==> src/rtl/tx_symbol_scheduler_pkg.sv <==
// Shared constants and encodings for the transmit symbol scheduler.
// The symbol defaults are the RD- encodings; the top level lets them be overridden.
package tx_symbol_scheduler_pkg;

    localparam int SYM_W  = 10;
    localparam int SLOTS  = 10;
    localparam int CNT_W  = 4;
    localparam int SCNT_W = 10;

    localparam logic [SYM_W-1:0] COM_SYM_DEF = 10'h0FA;
    localparam logic [SYM_W-1:0] SKP_SYM_DEF = 10'h0F4;
    localparam logic [SYM_W-1:0] TS_SYM_DEF  = 10'h2AA;
    localparam logic [SYM_W-1:0] IDL_SYM_DEF = 10'h274;

    localparam logic [1:0] SRC_IDLE = 2'd0;
    localparam logic [1:0] SRC_DATA = 2'd1;
    localparam logic [1:0] SRC_TS   = 2'd2;
    localparam logic [1:0] SRC_SKP  = 2'd3;

    typedef enum logic [1:0] {
        ST_IDLE = 2'd0,
        ST_DATA = 2'd1,
        ST_TS   = 2'd2,
        ST_SKP  = 2'd3
    } state_t;

endpackage

==> src/rtl/tx_slot_counter.sv <==
// Bit-slot counter aligned to the serializer load period, plus the symbol
// counter that paces SKP insertion. Emits boundary and skip_expire pulses.
module tx_slot_counter
    import tx_symbol_scheduler_pkg::*;
#(
    parameter int SKIP_INTERVAL = 16
) (
    input  logic TRANSCLK,
    input  logic RESET,
    output logic boundary,
    output logic skip_expire
);

    logic [CNT_W-1:0]  cnt;
    logic [SCNT_W-1:0] sym_cnt;

    assign boundary    = (cnt == CNT_W'(SLOTS - 1));
    assign skip_expire = boundary && (sym_cnt == SCNT_W'(SKIP_INTERVAL - 1));

    always_ff @(posedge TRANSCLK or posedge RESET) begin
        if (RESET) begin
            cnt     <= '0;
            sym_cnt <= '0;
        end else begin
            if (boundary) begin
                cnt     <= '0;
                sym_cnt <= skip_expire ? '0 : sym_cnt + 1'b1;
            end else begin
                cnt <= cnt + 1'b1;
            end
        end
    end

endmodule

==> src/rtl/tx_symbol_scheduler.sv <==
// Picks the next 10-bit symbol at every serializer load boundary:
// SKP sets, then TS sets, then requester data, then idle fill.
module tx_symbol_scheduler
    import tx_symbol_scheduler_pkg::*;
#(
    parameter int               SKIP_INTERVAL = 16,
    parameter logic [SYM_W-1:0] COM_SYM       = COM_SYM_DEF,
    parameter logic [SYM_W-1:0] SKP_SYM       = SKP_SYM_DEF,
    parameter logic [SYM_W-1:0] TS_SYM        = TS_SYM_DEF,
    parameter logic [SYM_W-1:0] IDL_SYM       = IDL_SYM_DEF
) (
    input  logic             TRANSCLK,
    input  logic             RESET,
    input  logic             train_req,
    input  logic             data_valid,
    input  logic [SYM_W-1:0] data_in,
    output logic             data_ready,
    output logic [SYM_W-1:0] sym_out,
    output logic             sym_load,
    output logic [1:0]       cur_src,
    output logic             skip_pending,
    output logic [1:0]       state_dbg
);

    // Handshake: a symbol transfers on the rising TRANSCLK edge where
    // data_valid && data_ready; data_ready is only ever high while cnt==9.

    logic   boundary;
    logic   skip_expire;
    state_t state;
    logic [1:0] set_idx;
    logic   mid_set;

    tx_slot_counter #(
        .SKIP_INTERVAL (SKIP_INTERVAL)
    ) u_slot_counter (
        .TRANSCLK    (TRANSCLK),
        .RESET       (RESET),
        .boundary    (boundary),
        .skip_expire (skip_expire)
    );

    // set_idx counts symbols already sent in the current set; it wraps to 0
    // after the third payload, which marks the set as complete.
    assign mid_set    = ((state == ST_TS) || (state == ST_SKP)) && (set_idx != 2'd0);
    assign data_ready = boundary && !mid_set && !skip_pending && !train_req;
    assign state_dbg  = state;

    always_ff @(posedge TRANSCLK or posedge RESET) begin
        if (RESET) begin
            state        <= ST_IDLE;
            set_idx      <= 2'd0;
            sym_out      <= IDL_SYM;
            sym_load     <= 1'b0;
            cur_src      <= SRC_IDLE;
            skip_pending <= 1'b0;
        end else begin
            sym_load <= boundary;
            if (boundary) begin
                if (mid_set) begin
                    sym_out <= (state == ST_TS) ? TS_SYM : SKP_SYM;
                    set_idx <= set_idx + 2'd1;
                end else if (skip_pending) begin
                    state        <= ST_SKP;
                    sym_out      <= COM_SYM;
                    cur_src      <= SRC_SKP;
                    set_idx      <= 2'd1;
                    skip_pending <= 1'b0;
                end else if (train_req) begin
                    state   <= ST_TS;
                    sym_out <= COM_SYM;
                    cur_src <= SRC_TS;
                    set_idx <= 2'd1;
                end else if (data_valid) begin
                    state   <= ST_DATA;
                    sym_out <= data_in;
                    cur_src <= SRC_DATA;
                    set_idx <= 2'd0;
                end else begin
                    state   <= ST_IDLE;
                    sym_out <= IDL_SYM;
                    cur_src <= SRC_IDLE;
                    set_idx <= 2'd0;
                end
            end
            // An expiry never coincides with a SKP start, so setting last is safe.
            if (skip_expire) begin
                skip_pending <= 1'b1;
            end
        end
    end

endmodule

==> config.mk <==
export PLATFORM = sky130hd
export DESIGN_NAME = tx_symbol_scheduler
export DESIGN_NICKNAME = d
export VERILOG_FILES = /design/src/rtl/tx_symbol_scheduler_pkg.sv /design/src/rtl/tx_slot_counter.sv /design/src/rtl/tx_symbol_scheduler.sv
export SDC_FILE = /design/constraint.sdc
export NUM_CORES = 1
export LEC_CHECK = 0
export BUFFER_PORTS_ARGS = -buffer_cell sky130_fd_sc_hd__buf_2
export CAP_MARGIN = 20
export CORE_ASPECT_RATIO = 0.6
export CORE_MARGIN = 2
export CORE_UTILIZATION = 25
export CTS_BUF_LIST = sky130_fd_sc_hd__clkbuf_16
export CTS_CLUSTER_DIAMETER = 100
export DETAILED_ROUTE_END_ITERATION = 7
export GPL_TIMING_DRIVEN = 0
export MAX_ROUTING_LAYER = met4
export SYNTH_ARGS = -nofsm -noshare
export SYNTH_HDL_FRONTEND = slang
export SYNTH_HIERARCHICAL = 1
export SYNTH_SLANG_ARGS = --single-unit
export TNS_END_PERCENT = 10
==> constraint.sdc <==
create_clock -name TRANSCLK -period 2 [get_ports TRANSCLK]
set_input_delay 0.4 -clock TRANSCLK [delete_from_list [all_inputs] [get_ports TRANSCLK]]
set_output_delay 0.4 -clock TRANSCLK [all_outputs]
set_load 0.02 [all_outputs]
* Yosys cells after proc, flatten, opt, wreduce, memory -nomap -nowiden *
Index checks and enable logic that the tools add are counted.

cells by class
  add/sub/neg operators = 3
  eq/ne operators = 5
  mux-type cells = 16
  bitwise operators = 1
  reduce and logical (&&, ||, !) cells = 13

operators with widths
  operator               number
  $mux 10                6
  $add 10x1->10 const B  1
  $eq 10x4->1 const B    1
  $mux 1                 6
  $mux 2                 3
  $logic_and 1x1->1      5
  $add 4x1->4 const B    1
  $eq 2x2->1 const B     2
  $eq 4x4->1 const B     1
  $mux 4                 1
  $reduce_and 2->1       2
  $reduce_bool 2->1      2
  $logic_not 1->1        3
  $add 2x1->2 const B    1
  $ne 2x1->1 const B     1
  $logic_or 1x1->1       1
  $not 1->1              1

storage, ports and cells
  flip-flop bits (word level) = 30
  output and inout port bits = 17
  logic and storage cells = 45

* Depth between registers and ports, before layout *
  depth after elaboration = 7
  depth in mapped cells = 6
  depth with buffers taken out = 6

* By module *
The synthesis kept the hierarchy.

modules (own cells, without submodules)
  module               instances  cells an instance  area an instance (µm²)
  tx_symbol_scheduler  1          72                 758.2
  tx_slot_counter      1          67                 691.9

* Worst setup path before layout *
Ideal clock, no wire load.

  path type = flip-flop to output port
  start = register u_slot_counter.cnt[2]
  end = output data_ready
  arrival time = 1254 ps
  slack = 346 ps
  cell stages (with the launch flop) = 6
  path buffers = 2
  path through = dfrtp_1 and4bb_1 buf_6 buf_2 nand3_2 inv_2

between the ends
  word-level cells in the longest chain between the ends = 4

ends and longest elaborated chain
  item                            RTL line                   text
  start: declaration              tx_slot_counter.sv:14      logic [CNT_W-1:0] cnt;
  start signal: assignment        tx_slot_counter.sv:29      cnt <= cnt + 1'b1;
  $eq 4x4->1                      tx_slot_counter.sv:17      assign boundary = (cnt == CNT_W'(SLOTS - 1));
  net boundary                    tx_symbol_scheduler.sv:28  logic boundary;
  $logic_and 1x1->1 (3 in a row)  tx_symbol_scheduler.sv:46  assign data_ready = boundary && !mid_set && !skip_pending && !train_req;
  end: declaration                tx_symbol_scheduler.sv:17  output logic data_ready,

The timed path passes the listed nets, and every way through them passes these cells.

* Worst setup path after layout *
  start = register set_idx[0]
  end = output data_ready

between the ends
  word-level cells in the longest chain between the ends = 6

ends and longest elaborated chain
  item                            RTL line                   text
  start: declaration              tx_symbol_scheduler.sv:31  logic [1:0] set_idx;
  start signal: assignment        tx_symbol_scheduler.sv:62  set_idx <= set_idx + 2'd1;
  $reduce_bool 2->1               tx_symbol_scheduler.sv:45  assign mid_set = ((state == ST_TS) || (state == ST_SKP)) && (set_idx != 2'd0);
  $logic_and 1x1->1               tx_symbol_scheduler.sv:45
  $logic_not 1->1                 tx_symbol_scheduler.sv:46
  $logic_and 1x1->1 (3 in a row)  tx_symbol_scheduler.sv:46

No other way between the ends.

==> out/metrics.yaml <==
timing:
  timing_hold_violations_final: 0
  setup_viol: 0
  timing.slew.headroom: 0.563
  timing.final.crit_period_ns: 1.89
  final_min_period_over_clock_period: 0.943
  slew_at_the_pin_with_the_worst_max_slew_slack_ns: 0.655
  final_critical_path_setup_slack_ns: 0.114
  finalMaxSlewViolations: 0
  totalNegativeSetupSlack_ns: 0
  rsz0062_at_grt: "false"
  max_freq_mhz: 530
  finClkSkew_ns: 0.00650
place:
  detailed_place_hpwl_mm: 2.28
  io_buffers: 30
  post-place-ws_ns: 0.0950
  finalWeightedCongestion: 0.840
yosys:
  post_synth_num_cell_types: 42
  syn_area_um2: 1450
  synth_flop_cell: "sky130_fd_sc_hd__dfrtp_1"
  ys_warn_count: 6
  synth-seq-area-share: 0.522
  post_synth_mux_area_share: 0.0216
  synthCells: 139
  share_of_the_synthesized_area_in_compound_gates_ao_oa_aoi_oai: 0.135
  synth-edff-count: 0
  post_synth_and_or_nand_nor_area_fraction: 0.185
  combinational_family_with_the_most_area_after_synthesis: "simple AND/OR/NAND/NOR gates"
  yosys.area_share.adder: 0.0173
  ffs_w_async_s_r_synth: 1.00
  syn-mean-instance-area_um2: 10.4
  synth_seq_cells: 30
  yosys.area_share.xor_xnor: 0.0423
  mappedNetlistNets: 155
worst_setup_path:
  cp_max_fo: 6
  critPathKind: "reg2out"
  cell_with_the_largest_stage_delay_on_the_worst_path: "sky130_fd_sc_hd__dfrtp_1"
  critical_path.cell_chain: "inv_1, ha_1, nand2b_4, nand3_2, inv_2, buf_2"
  critical_path.n_buffers_inverters: 3
  cp.arrival_ns: 1.49
  required_ns: 1.60
  critPathCaptureType: "output port"
  cpPeakStageDelay_ns: 0.39
  crit_family: "flip-flops"
  worst_setup_path_start_kind: "flip-flop"
final_layout:
  insertedDiodeCount: 0
  fin_nets: 192
  post_synthesis_to_final_layout_area_growth_pct: 26.8
  layout_cells_sized_above_1: 0.322
floorplan:
  floorplan.die_area_um2: 6450
  die_width_um: 102
  core.rowCount: 21
  die_height_um: 63.0
  start_util: 0.259
  core_region_area_um2: 5600
  boundaryPins: 31
grt:
  grt_remaining_overflow: 0
  grt_first_pass_wirelength_mm: 4.99
  vias_in_the_first_global_route: 996
  number_of_antenna_violations_at_the_first_check_in_global_routing: 0
  grt_start_max_net_pins: 19
  grt_util_all_layers: 0.109
clocking:
  cts.path.max_buffers: 2
  numCtsBuffers: 5
  ctsRootBufferMaster: "sky130_fd_sc_hd__clkbuf_16"
  postCtsSetupBuffers: 1
  clock_insertion_delay_worst_skew_ns: 0.27
  clkTransAtPathRegs_ns: 0.05
  cts_resized: 0
  clock-sinks: 30
  htree_num_levels: 2
  cts.hold.buffers_added: 0
  clock_tree_from_tritoncts: "built"
drt:
  dr.pass1.iters: 4
  routed_wirelength_normalized_by_instance_count_um: 11.9
  drtIter0Drc: 83
  drt-vias-per-instance: 4.24
  drt-total-wl_mm: 3.07
  drcViolationCount: 0
  postRouteAntennaNets: 0
  vias: 1090
min_path:
  min-delay-path-class: "in2async"
power:
  power.density_nw_per_um2: 783
  vdd_ir_drop_max_mv: 0.316
  leakage_power_nw: 0.914
run:
  cap_viol_max_count: 0
run_status:
  outcome: "complete, no violations"
final timing paths:
kind	slack, ns	end	startpoint	depth (start not counted)
hold / removal	0.18	u_slot_counter/cnt[1]$_DFF_PP0_	RESET	2
setup / recovery	0.11	data_ready	set_idx[0]$_DFFE_PP0P_	6
hold reg to reg	0.48	u_slot_counter/sym_cnt[9]$_DFFE_PP0P_	u_slot_counter/sym_cnt[9]$_DFFE_PP0P_	1
min in group TRANSCLK	0.37	sym_out[5]$_DFFE_PP1P_	data_in[5]	2
max in group asynchronous	1.35	sym_out[3]$_DFFE_PP0P_	RESET	2
setup reg to reg	0.21	u_slot_counter/sym_cnt[6]$_DFFE_PP0P_	u_slot_counter/cnt[2]$_DFF_PP0_	6
metal layers:
layer  share of wire  track usage  wire length, um  up-vias
li1                -            -                -      546
met1            0.53        0.152             1620      516
met2            0.40        0.134             1210       24
met3           0.056       0.0414              172        4
met4           0.019       0.0550               57        0
met5               0            -                0        -
synth_stat cells, types with 2 or more instances:
master | number | area, um2
sky130_fd_sc_hd__nor2_1 | 8 | 30.0
sky130_fd_sc_hd__nand2b_1 | 3 | 18.8
sky130_fd_sc_hd__o22ai_1 | 7 | 43.8
sky130_fd_sc_hd__mux2i_1 | 2 | 20.0
sky130_fd_sc_hd__nor3_1 | 2 | 10.0
sky130_fd_sc_hd__xnor2_1 | 4 | 35.0
sky130_fd_sc_hd__o211a_1 | 2 | 20.0
sky130_fd_sc_hd__nand2_1 | 13 | 48.8
sky130_fd_sc_hd__o21ai_2 | 2 | 17.5
sky130_fd_sc_hd__nor4_1 | 3 | 18.8
sky130_fd_sc_hd__buf_2 | 2 | 10.0
sky130_fd_sc_hd__a21oi_1 | 3 | 15.0
sky130_fd_sc_hd__dfrtp_1 | 25 | 626
sky130_fd_sc_hd__xor2_1 | 3 | 26.3
sky130_fd_sc_hd__o22a_1 | 2 | 17.5
sky130_fd_sc_hd__o21ai_0 | 5 | 25.0
sky130_fd_sc_hd__inv_2 | 2 | 7.51
sky130_fd_sc_hd__buf_4 | 2 | 15.0
sky130_fd_sc_hd__inv_1 | 18 | 67.6
sky130_fd_sc_hd__dfstp_2 | 5 | 131
sky130_fd_sc_hd__nand3_1 | 3 | 15.0
sky130_fd_sc_hd__a211oi_1 | 2 | 15.0
sky130_fd_sc_hd__ha_1 | 2 | 25.0
worst register-to-register path: stages, from the launching register on:
cell and delay, ns:
sky130_fd_sc_hd__dfrtp_1 0.41, sky130_fd_sc_hd__and4bb_1 0.30, sky130_fd_sc_hd__buf_6 0.10, sky130_fd_sc_hd__buf_4 0.21, sky130_fd_sc_hd__nand4_4 0.15, sky130_fd_sc_hd__or3_1 0.35
sky130_fd_sc_hd__xnor2_1 0.14
power breakdown:
part	switching (W)	internal (W)	leakage (nW)
Combinational	0.0000715	0.0000445	0.467
Clock	0.000243	0.000445	0.0738
Sequential	0.00000896	0.000626	0.373
Total	0.000323	0.00112	0.914
final cells by class:
class	instances	area [um2]
Clock inverter	3	11.3
Multi-Input combinational cell	84	582
Buffer	4	31.3
Inverter	20	75.1
Fill cell	604	3760
Tap cell	80	100
Timing Repair Buffer	31	158
Clock buffer	5	125
Sequential cell	30	757
sequential cells by signal, summed over array words and instances (netlist names):
name,flops
sym_out,10
skip_pending,1
sym_load,1
u_slot_counter/sym_cnt,10
state_dbg,2
u_slot_counter/cnt,4
set_idx,2
cell families (layout without fill, tap and decap cells):
logic type,Yosys count,after routing
flops,30,30
mux,3,3
fa+ha+maj,2,2
compound gates,28,28
simple gates,44,44
xor+xnor,7,7
buf+inv,25,63
cells in the final DEF, fill, tap and decap left out, drive strengths merged:
cell,Yosys,routed
a21o,1,1
a22o,1,1
and2b,1,1
inv,20,22
nor3,3,3
a21oi,3,3
o32a,1,1
xor2,3,3
buf,5,35
o211a,2,2
a32oi,1,1
xnor2,4,4
o22ai,7,7
and4bb,1,1
nor4,4,4
mux2i,2,2
nand2,13,13
nand3,4,4
nand2b,4,4
nand4,2,2
o21ai,7,7
dfstp,5,5
dfrtp,25,25
o22a,2,2
clkinv,0,1
o31ai,1,1
or3,1,1
and3,1,1
a211oi,2,2
nor2,9,9
or2,1,1
ha,2,2
clkbuf,0,5
mux2,1,1
through the flow:
| step | utilization | hold WS (ns) | total power (W) | instances | area (um2) |
|---|---|---|---|---|---|
| floorplan | - | 0.289 | 0.000717 | 139 | 1450 |
| global placement | 0.304 | 0.460 | 0.000762 | 249 | 1700 |
| detailed placement | 0.304 | 0.476 | 0.000763 | 249 | 1700 |
| CTS | 0.329 | 0.216 | 0.00146 | 257 | 1840 |
| global route | 0.329 | 0.246 | 0.00152 | 257 | 1840 |
| finish | 0.329 | 0.183 | 0.00144 | 257 | 1840 |
No activity file was read; power rests on OpenSTA's default activity.
